<file path="src/rtl/hs32_mem_arbiter_if.sv">
// Bus bundle between the fetch/execute masters, the arbiter and the external HS32 memory port.
// The arbiter uses the slave view; the environment (masters + memory) uses the master view.
interface hs32_mem_arbiter_if;
  logic        f_req;
  logic [31:0] f_addr;
  logic        f_rdy;
  logic        e_req;
  logic [31:0] e_addr;
  logic [31:0] e_dtw;
  logic        e_rw;
  logic        e_rdy;
  logic [31:0] dtr;
  logic        err;
  logic        m_req;
  logic [31:0] m_addr;
  logic [31:0] m_dtw;
  logic        m_rw;
  logic        m_rdy;
  logic [31:0] m_dtr;
  logic [1:0]  grant;

  modport slave (
    input  f_req, f_addr, e_req, e_addr, e_dtw, e_rw, m_rdy, m_dtr,
    output f_rdy, e_rdy, dtr, err, m_req, m_addr, m_dtw, m_rw, grant
  );

  modport master (
    output f_req, f_addr, e_req, e_addr, e_dtw, e_rw, m_rdy, m_dtr,
    input  f_rdy, e_rdy, dtr, err, m_req, m_addr, m_dtw, m_rw, grant
  );
endinterface

</file>
<file path="src/rtl/hs32_mem_arbiter.sv">
// Two-master arbiter for the HS32 memory bus: fetch (read-only) and execute (read/write),
// fixed or round-robin priority, with an optional watchdog that aborts unacknowledged accesses.
module hs32_mem_arbiter #(
  parameter bit          RR      = 1'b0,
  parameter int unsigned TIMEOUT = 0,
  parameter int unsigned TW      = 8
) (
  input  logic               clk,
  input  logic               reset,
  hs32_mem_arbiter_if.slave  bus
);

  typedef enum logic [1:0] {IDLE, BUSY, DONE} state_t;

  localparam bit            WD_EN    = (TIMEOUT != 0);
  localparam logic [TW-1:0] CNT_LAST = WD_EN ? TW'(TIMEOUT - 1) : '0;

  state_t        state_reg, state_next;
  logic          m_req_reg, m_req_next;
  logic [31:0]   m_addr_reg, m_addr_next;
  logic [31:0]   m_dtw_reg, m_dtw_next;
  logic          m_rw_reg, m_rw_next;
  logic [1:0]    grant_reg, grant_next;
  logic          last_reg, last_next;   // 1 = execute was served last
  logic [TW-1:0] cnt_reg, cnt_next;

  logic          exec_win;
  logic          f_rdy_c, e_rdy_c, err_c;
  logic [31:0]   dtr_c;

  always_ff @(posedge clk) begin
    if (reset) begin
      state_reg  <= IDLE;
      m_req_reg  <= 1'b0;
      m_addr_reg <= '0;
      m_dtw_reg  <= '0;
      m_rw_reg   <= 1'b0;
      grant_reg  <= 2'b00;
      last_reg   <= 1'b0;
      cnt_reg    <= '0;
    end else begin
      state_reg  <= state_next;
      m_req_reg  <= m_req_next;
      m_addr_reg <= m_addr_next;
      m_dtw_reg  <= m_dtw_next;
      m_rw_reg   <= m_rw_next;
      grant_reg  <= grant_next;
      last_reg   <= last_next;
      cnt_reg    <= cnt_next;
    end
  end

  always_comb begin
    state_next  = state_reg;
    m_req_next  = m_req_reg;
    m_addr_next = m_addr_reg;
    m_dtw_next  = m_dtw_reg;
    m_rw_next   = m_rw_reg;
    grant_next  = grant_reg;
    last_next   = last_reg;
    cnt_next    = cnt_reg;
    exec_win    = 1'b0;
    f_rdy_c     = 1'b0;
    e_rdy_c     = 1'b0;
    err_c       = 1'b0;
    dtr_c       = '0;

    case (state_reg)
      IDLE: begin
        if (bus.f_req || bus.e_req) begin
          // On a tie in round-robin mode the master that was not served last wins.
          if (RR) exec_win = bus.e_req && !(bus.f_req && last_reg);
          else    exec_win = bus.e_req;
          if (exec_win) begin
            m_addr_next = bus.e_addr;
            m_dtw_next  = bus.e_dtw;
            m_rw_next   = bus.e_rw;
            grant_next  = 2'b10;
          end else begin
            m_addr_next = bus.f_addr;
            m_dtw_next  = '0;
            m_rw_next   = 1'b0;
            grant_next  = 2'b01;
          end
          m_req_next = 1'b1;
          cnt_next   = '0;
          state_next = BUSY;
        end
      end

      BUSY: begin
        if (bus.m_rdy) begin
          f_rdy_c    = grant_reg[0];
          e_rdy_c    = grant_reg[1];
          dtr_c      = bus.m_dtr;
          m_req_next = 1'b0;
          last_next  = grant_reg[1];
          state_next = DONE;
        end else if (WD_EN && (cnt_reg == CNT_LAST)) begin
          // Abort: the master still sees a completion, flagged by err, with zero data.
          f_rdy_c    = grant_reg[0];
          e_rdy_c    = grant_reg[1];
          err_c      = 1'b1;
          m_req_next = 1'b0;
          state_next = DONE;
        end else begin
          cnt_next = cnt_reg + TW'(1);
        end
      end

      DONE: begin
        grant_next = 2'b00;
        state_next = IDLE;
      end

      default: begin
        state_next = IDLE;
      end
    endcase
  end

  assign bus.m_req  = m_req_reg;
  assign bus.m_addr = m_addr_reg;
  assign bus.m_dtw  = m_dtw_reg;
  assign bus.m_rw   = m_rw_reg;
  assign bus.grant  = grant_reg;
  assign bus.f_rdy  = f_rdy_c;
  assign bus.e_rdy  = e_rdy_c;
  assign bus.err    = err_c;
  assign bus.dtr    = dtr_c;

endmodule

</file>
<file path="src/flat_wrapper.sv">
// flat-port wrapper written by rule: the top's interface ports become plain ports
module hs32_mem_arbiter_flat 
#(
  parameter bit          RR      = 1'b0,
  parameter int unsigned TIMEOUT = 0,
  parameter int unsigned TW      = 8
)
  (clk, reset, bus_f_req, bus_f_addr, bus_e_req, bus_e_addr, bus_e_dtw, bus_e_rw, bus_m_rdy, bus_m_dtr, bus_f_rdy, bus_e_rdy, bus_dtr, bus_err, bus_m_req, bus_m_addr, bus_m_dtw, bus_m_rw, bus_grant);
  hs32_mem_arbiter_if bus_i ();
  input  logic clk;
  input  logic reset;
  input wire logic [$bits(bus_i.f_req)-1:0] bus_f_req;
  input wire logic [$bits(bus_i.f_addr)-1:0] bus_f_addr;
  input wire logic [$bits(bus_i.e_req)-1:0] bus_e_req;
  input wire logic [$bits(bus_i.e_addr)-1:0] bus_e_addr;
  input wire logic [$bits(bus_i.e_dtw)-1:0] bus_e_dtw;
  input wire logic [$bits(bus_i.e_rw)-1:0] bus_e_rw;
  input wire logic [$bits(bus_i.m_rdy)-1:0] bus_m_rdy;
  input wire logic [$bits(bus_i.m_dtr)-1:0] bus_m_dtr;
  output wire logic [$bits(bus_i.f_rdy)-1:0] bus_f_rdy;
  output wire logic [$bits(bus_i.e_rdy)-1:0] bus_e_rdy;
  output wire logic [$bits(bus_i.dtr)-1:0] bus_dtr;
  output wire logic [$bits(bus_i.err)-1:0] bus_err;
  output wire logic [$bits(bus_i.m_req)-1:0] bus_m_req;
  output wire logic [$bits(bus_i.m_addr)-1:0] bus_m_addr;
  output wire logic [$bits(bus_i.m_dtw)-1:0] bus_m_dtw;
  output wire logic [$bits(bus_i.m_rw)-1:0] bus_m_rw;
  output wire logic [$bits(bus_i.grant)-1:0] bus_grant;
  assign bus_i.f_req = bus_f_req;
  assign bus_i.f_addr = bus_f_addr;
  assign bus_i.e_req = bus_e_req;
  assign bus_i.e_addr = bus_e_addr;
  assign bus_i.e_dtw = bus_e_dtw;
  assign bus_i.e_rw = bus_e_rw;
  assign bus_i.m_rdy = bus_m_rdy;
  assign bus_i.m_dtr = bus_m_dtr;
  assign bus_f_rdy = bus_i.f_rdy;
  assign bus_e_rdy = bus_i.e_rdy;
  assign bus_dtr = bus_i.dtr;
  assign bus_err = bus_i.err;
  assign bus_m_req = bus_i.m_req;
  assign bus_m_addr = bus_i.m_addr;
  assign bus_m_dtw = bus_i.m_dtw;
  assign bus_m_rw = bus_i.m_rw;
  assign bus_grant = bus_i.grant;
  hs32_mem_arbiter #(.RR(RR), .TIMEOUT(TIMEOUT), .TW(TW)) u_core (.clk(clk), .reset(reset), .bus(bus_i));
endmodule
</file>
<file path="config.mk">
export PLATFORM = sky130hd
export DESIGN_NAME = hs32_mem_arbiter_flat
export DESIGN_NICKNAME = d
export VERILOG_FILES = /design/src/rtl/hs32_mem_arbiter_if.sv /design/src/rtl/hs32_mem_arbiter.sv /design/src/flat_wrapper.sv
export SDC_FILE = /design/constraint.sdc
export NUM_CORES = 1
export LEC_CHECK = 0
export ABC_CLOCK_PERIOD_IN_PS = 2050
export CAP_MARGIN = 25
export CORE_ASPECT_RATIO = 0.8
export CORE_UTILIZATION = 38
export DETAILED_ROUTE_END_ITERATION = 10
export PLACE_DENSITY = 0.94
export SLEW_MARGIN = 0
export SYNTH_ARGS = -nofsm -noshare
export SYNTH_HDL_FRONTEND = slang
export SYNTH_SLANG_ARGS = --single-unit
</file>
<file path="constraint.sdc">
create_clock -name clk -period 2.05 [get_ports clk]
set_input_delay 0.41 -clock clk [delete_from_list [all_inputs] [get_ports clk]]
set_output_delay 0.41 -clock clk [all_outputs]
set_load 0.02 [all_outputs]
</file>
==> results.md <==
* Status: complete, no violations
* Final WL at between 10,000 and 15,000 µm
* Mapped Area at between 0.003 and 0.004 mm²
* Placed Cells at around 680
* DRC viols at 0
* R2R Path End: u_core.bus.m_dtw[27]$_SDFFE_PP0P_
* Footprint of the multi-input gates at 0.00172 mm²
* H-tree levels at 3
* Yosys synthesis warning count at 0
* Max incr delay on CP at roughly 0.38 ns
* Synth area leader: dfxtp_1
* Die width at between 100 and 150 µm
* Worst reg2reg startpoint: u_core.state_reg[1]$_SDFFE_PP0P_
* FF-to-FF path depth at 5
* Area share of the leading cell type in the synthesized netlist at 41.5%
* DR vias/cell at around 5.0
* Starting DRT DRC Count at 121
* Max Cap Viol at 0
* Sequential power share at ~38%
* # fillers at roughly 680
* Worst path required time at approximately 1.6 ns
* Die area at just over 0.009 mm²
* Largest net degree at the start of global routing at 71
* Top_reg_cell synth: dfxtp_1
* DRT antenna net count at 0
* Initial core utilization at between 30% and 40%
* Async SR Flop Fraction at 0%
* Switching share of total power at a little under a third
* Post-synth EDFFs at 0
* WP data arrival at around 1.5 ns
* Worst Setup SP: u_core.state_reg[1]$_SDFFE_PP0P_
* Hpwl dp at between 8000 and 9000 µm
* Clk_skew at around 0.011 ns
* Crit end category: primary output
* Final Setup Violations at 0
* Worst hold stages at 3
* Critical path launch point type: flip-flop
* Clk_lat worst skew at 0.34 ns
* Avg Synthesized Cell Area at 9.37 µm²
* DR WL met3 at roughly 990 µm
* WS Path Type: flip-flop to primary output
* GP Congestion at 0.716
* Grt total ovfl at 0
* Fin cells at ~700
* CP max FO at 6
* Worst min path class: primary input to flip-flop
* Comb power frac at between 30% and 40%
* Peak VDD IR at around 460 µV
* Reg2Reg Setup Slack at just under 0.5 ns
* PwrDens at roughly 700 mW/mm²
* Core ar. at ~0.0086 mm²
* Leakage at between 0.002 and 0.0025 µW
* Fin crit period at 1.91 ns
* Post-synth cell types at 25
* Final #Nets at just over 700
* Wire per inst at ~16 µm
* RSZ-0062 raised after global routing: no
* Total number of placement rows at 30
* CP cell instances: and3b_2 -> clkbuf_16 -> and2_1 -> buf_2
* Drt first pass iters at 6
* Hold_ws at 0.375 ns
* Final Cycle Share at between 90% and 100%
* #FFs+latches synth at 70
* Met2 WL post-DR at 5750 µm
* Root Driver: clkbuf_8
* Seq/Total Area, Yosys at about 42%
* Share of cells above drive strength 1 at between 10% and 20%
* IO buf count at between 200 and 250
* GR Util All Layers at 22.4%
* IO Count at between 200 and 250
* Post-synth top cells: 70 x dfxtp_1, 68 x a21oi_1, 35 x nand2_1
* Area grow syn2layout at 76.0%
* CTS sink count at 70
* CTS clock-pin slew for the worst setup and hold paths at ~0.07 ns
* Longest Clk Path Bufs at 2
* CTS tree: yes
* Internal power consumption at around 2800 µW
* Most common cell in the netlist: dfxtp_1
* DIE HEIGHT at between 80 and 90 µm
* Register Area at between 0.001 and 0.0015 mm²
* Max layer used: met4
* Clock power frac at between 30% and 40%
* M1 wire length at ~4400 µm
* P_sw at roughly 1200 µW
* Slew Limit Fails at 0
* Final Hold Vio Count at 0
* WHS Endpoint: u_core.state_reg[0]$_SDFFE_PP0P_
* Total CTS buffers at 9
* Number of global-route vias before repair at 3,355
* Hold_buf cts at 0
* Min-delay src: bus_m_rdy
* FMAX at roughly 520 MHz
* Initial antenna violation count at 1
* Vias at about 3,500
* Syn Nets at around 490
* Slowest CP cell: and3b_2
* Largest cells by area after synthesis: dfxtp_1 42%, a211oi_2 11%, a21oi_1 10%, mux2i_1 9.5%, and2_1 6.3%
* Post-Synthesis Cells at 360
* First-pass GRT wire length at between 15,000 and 20,000 µm
* Number of post-CTS setup repair buffers at 0
layer usage:
layer / GRT usage (%) / up-vias
met5: 0 / -
met2: 42.2 / 131
met4: 5.11 / 0
met3: 7.37 / 5
met1: 24.4 / 1635
li1: - / 1712
cells by family (layout without fill, tap and decap cells):
| kind of cell | count (synthesis) | count (layout) | synth area share, % |
|---|---|---|---|
| AOI/OAI and AO/OA | 135 | 135 | 27.0 |
| and+or+nand+nor | 84 | 84 | 14.2 |
| DFF | 70 | 70 | 41.5 |
| buffers and inverters | 38 | 268 | 7.75 |
| muxes | 32 | 32 | 9.49 |
| other | 1 | 2 | 0.111 |
cell usage in the layout, fill, tap and decap left out, types with 2 or more instances in the layout:
cell type,n
buf_4,19
nor2_8,2
and2_4,2
nor2b_1,2
a211oi_2,30
buf_6,4
buf_2,22
nor2_1,2
or2_1,2
a21oi_1,68
dfxtp_1,70
a211oi_1,2
clkinv_4,2
nand2_1,35
mux2i_1,32
nand2b_1,3
bufinv_16,2
o21ai_1,16
clkbuf_16,2
clkbuf_8,9
clkdlybuf4s50_1,198
buf_12,5
and2_1,32
o21ai_0,17
worst max path at each step:
stage                   to
5_1_grt        bus_dtr[22]
4_1_cts        bus_dtr[28]
2_1_floorplan  bus_dtr[10]
3_5_place_dp   bus_dtr[23]
3_3_place_gp   bus_dtr[26]
6_report       bus_dtr[22]
power groups by stage:
stage	combinational (µW)	clock, µW	sequential (µW)
global placement	1220	0	1570
floorplan	503	0	1710
detailed placement	1250	0	1570
finish	1260	1270	1540
global route	1330	1360	1560
CTS	1230	1300	1540
layout make-up:
cell class	instances	area share, %
tap	112	2.36
clock buffer	9	2.09
antenna	1	0.0421
multi-input combinational	252	28.9
sequential	70	23.6
clock inverter	7	1.77
timing repair buffer	252	41.2
through the flow:
step                util, %  setup WS, ns  power (µW)  cell area, µm²  TNS (ns)
global placement       67.3        -0.395        2790            5760    -12.23
finish                 69.4         0.143        4060            5940         0
floorplan                 -         0.435        2220            3370         0
global route           69.4        0.0648        4250            5940         0
detailed placement     67.3        -0.433        2830            5760    -13.66
CTS                    68.0        0.0402        4080            5820         0
timing repair:
| item | 4_1_cts | 5_1_grt |
|---|---|---|
| endpoints found under the hold margin | 0 | 0 |
| pin swaps | 0 | 1 |
| gates cloned | 0 | 4 |
| setup endpoints to repair | 34 | 30 |
| gates resized for setup | 137 | 19 |
critical path, delay by kind of cell, from the launching register on:
family | cells | cell delay [ns]
AND/OR/NAND/NOR | 2 | 0.50
buffers and inverters | 2 | 0.36
flip-flops | 1 | 0.31
(Power assumes the default switching activity.)
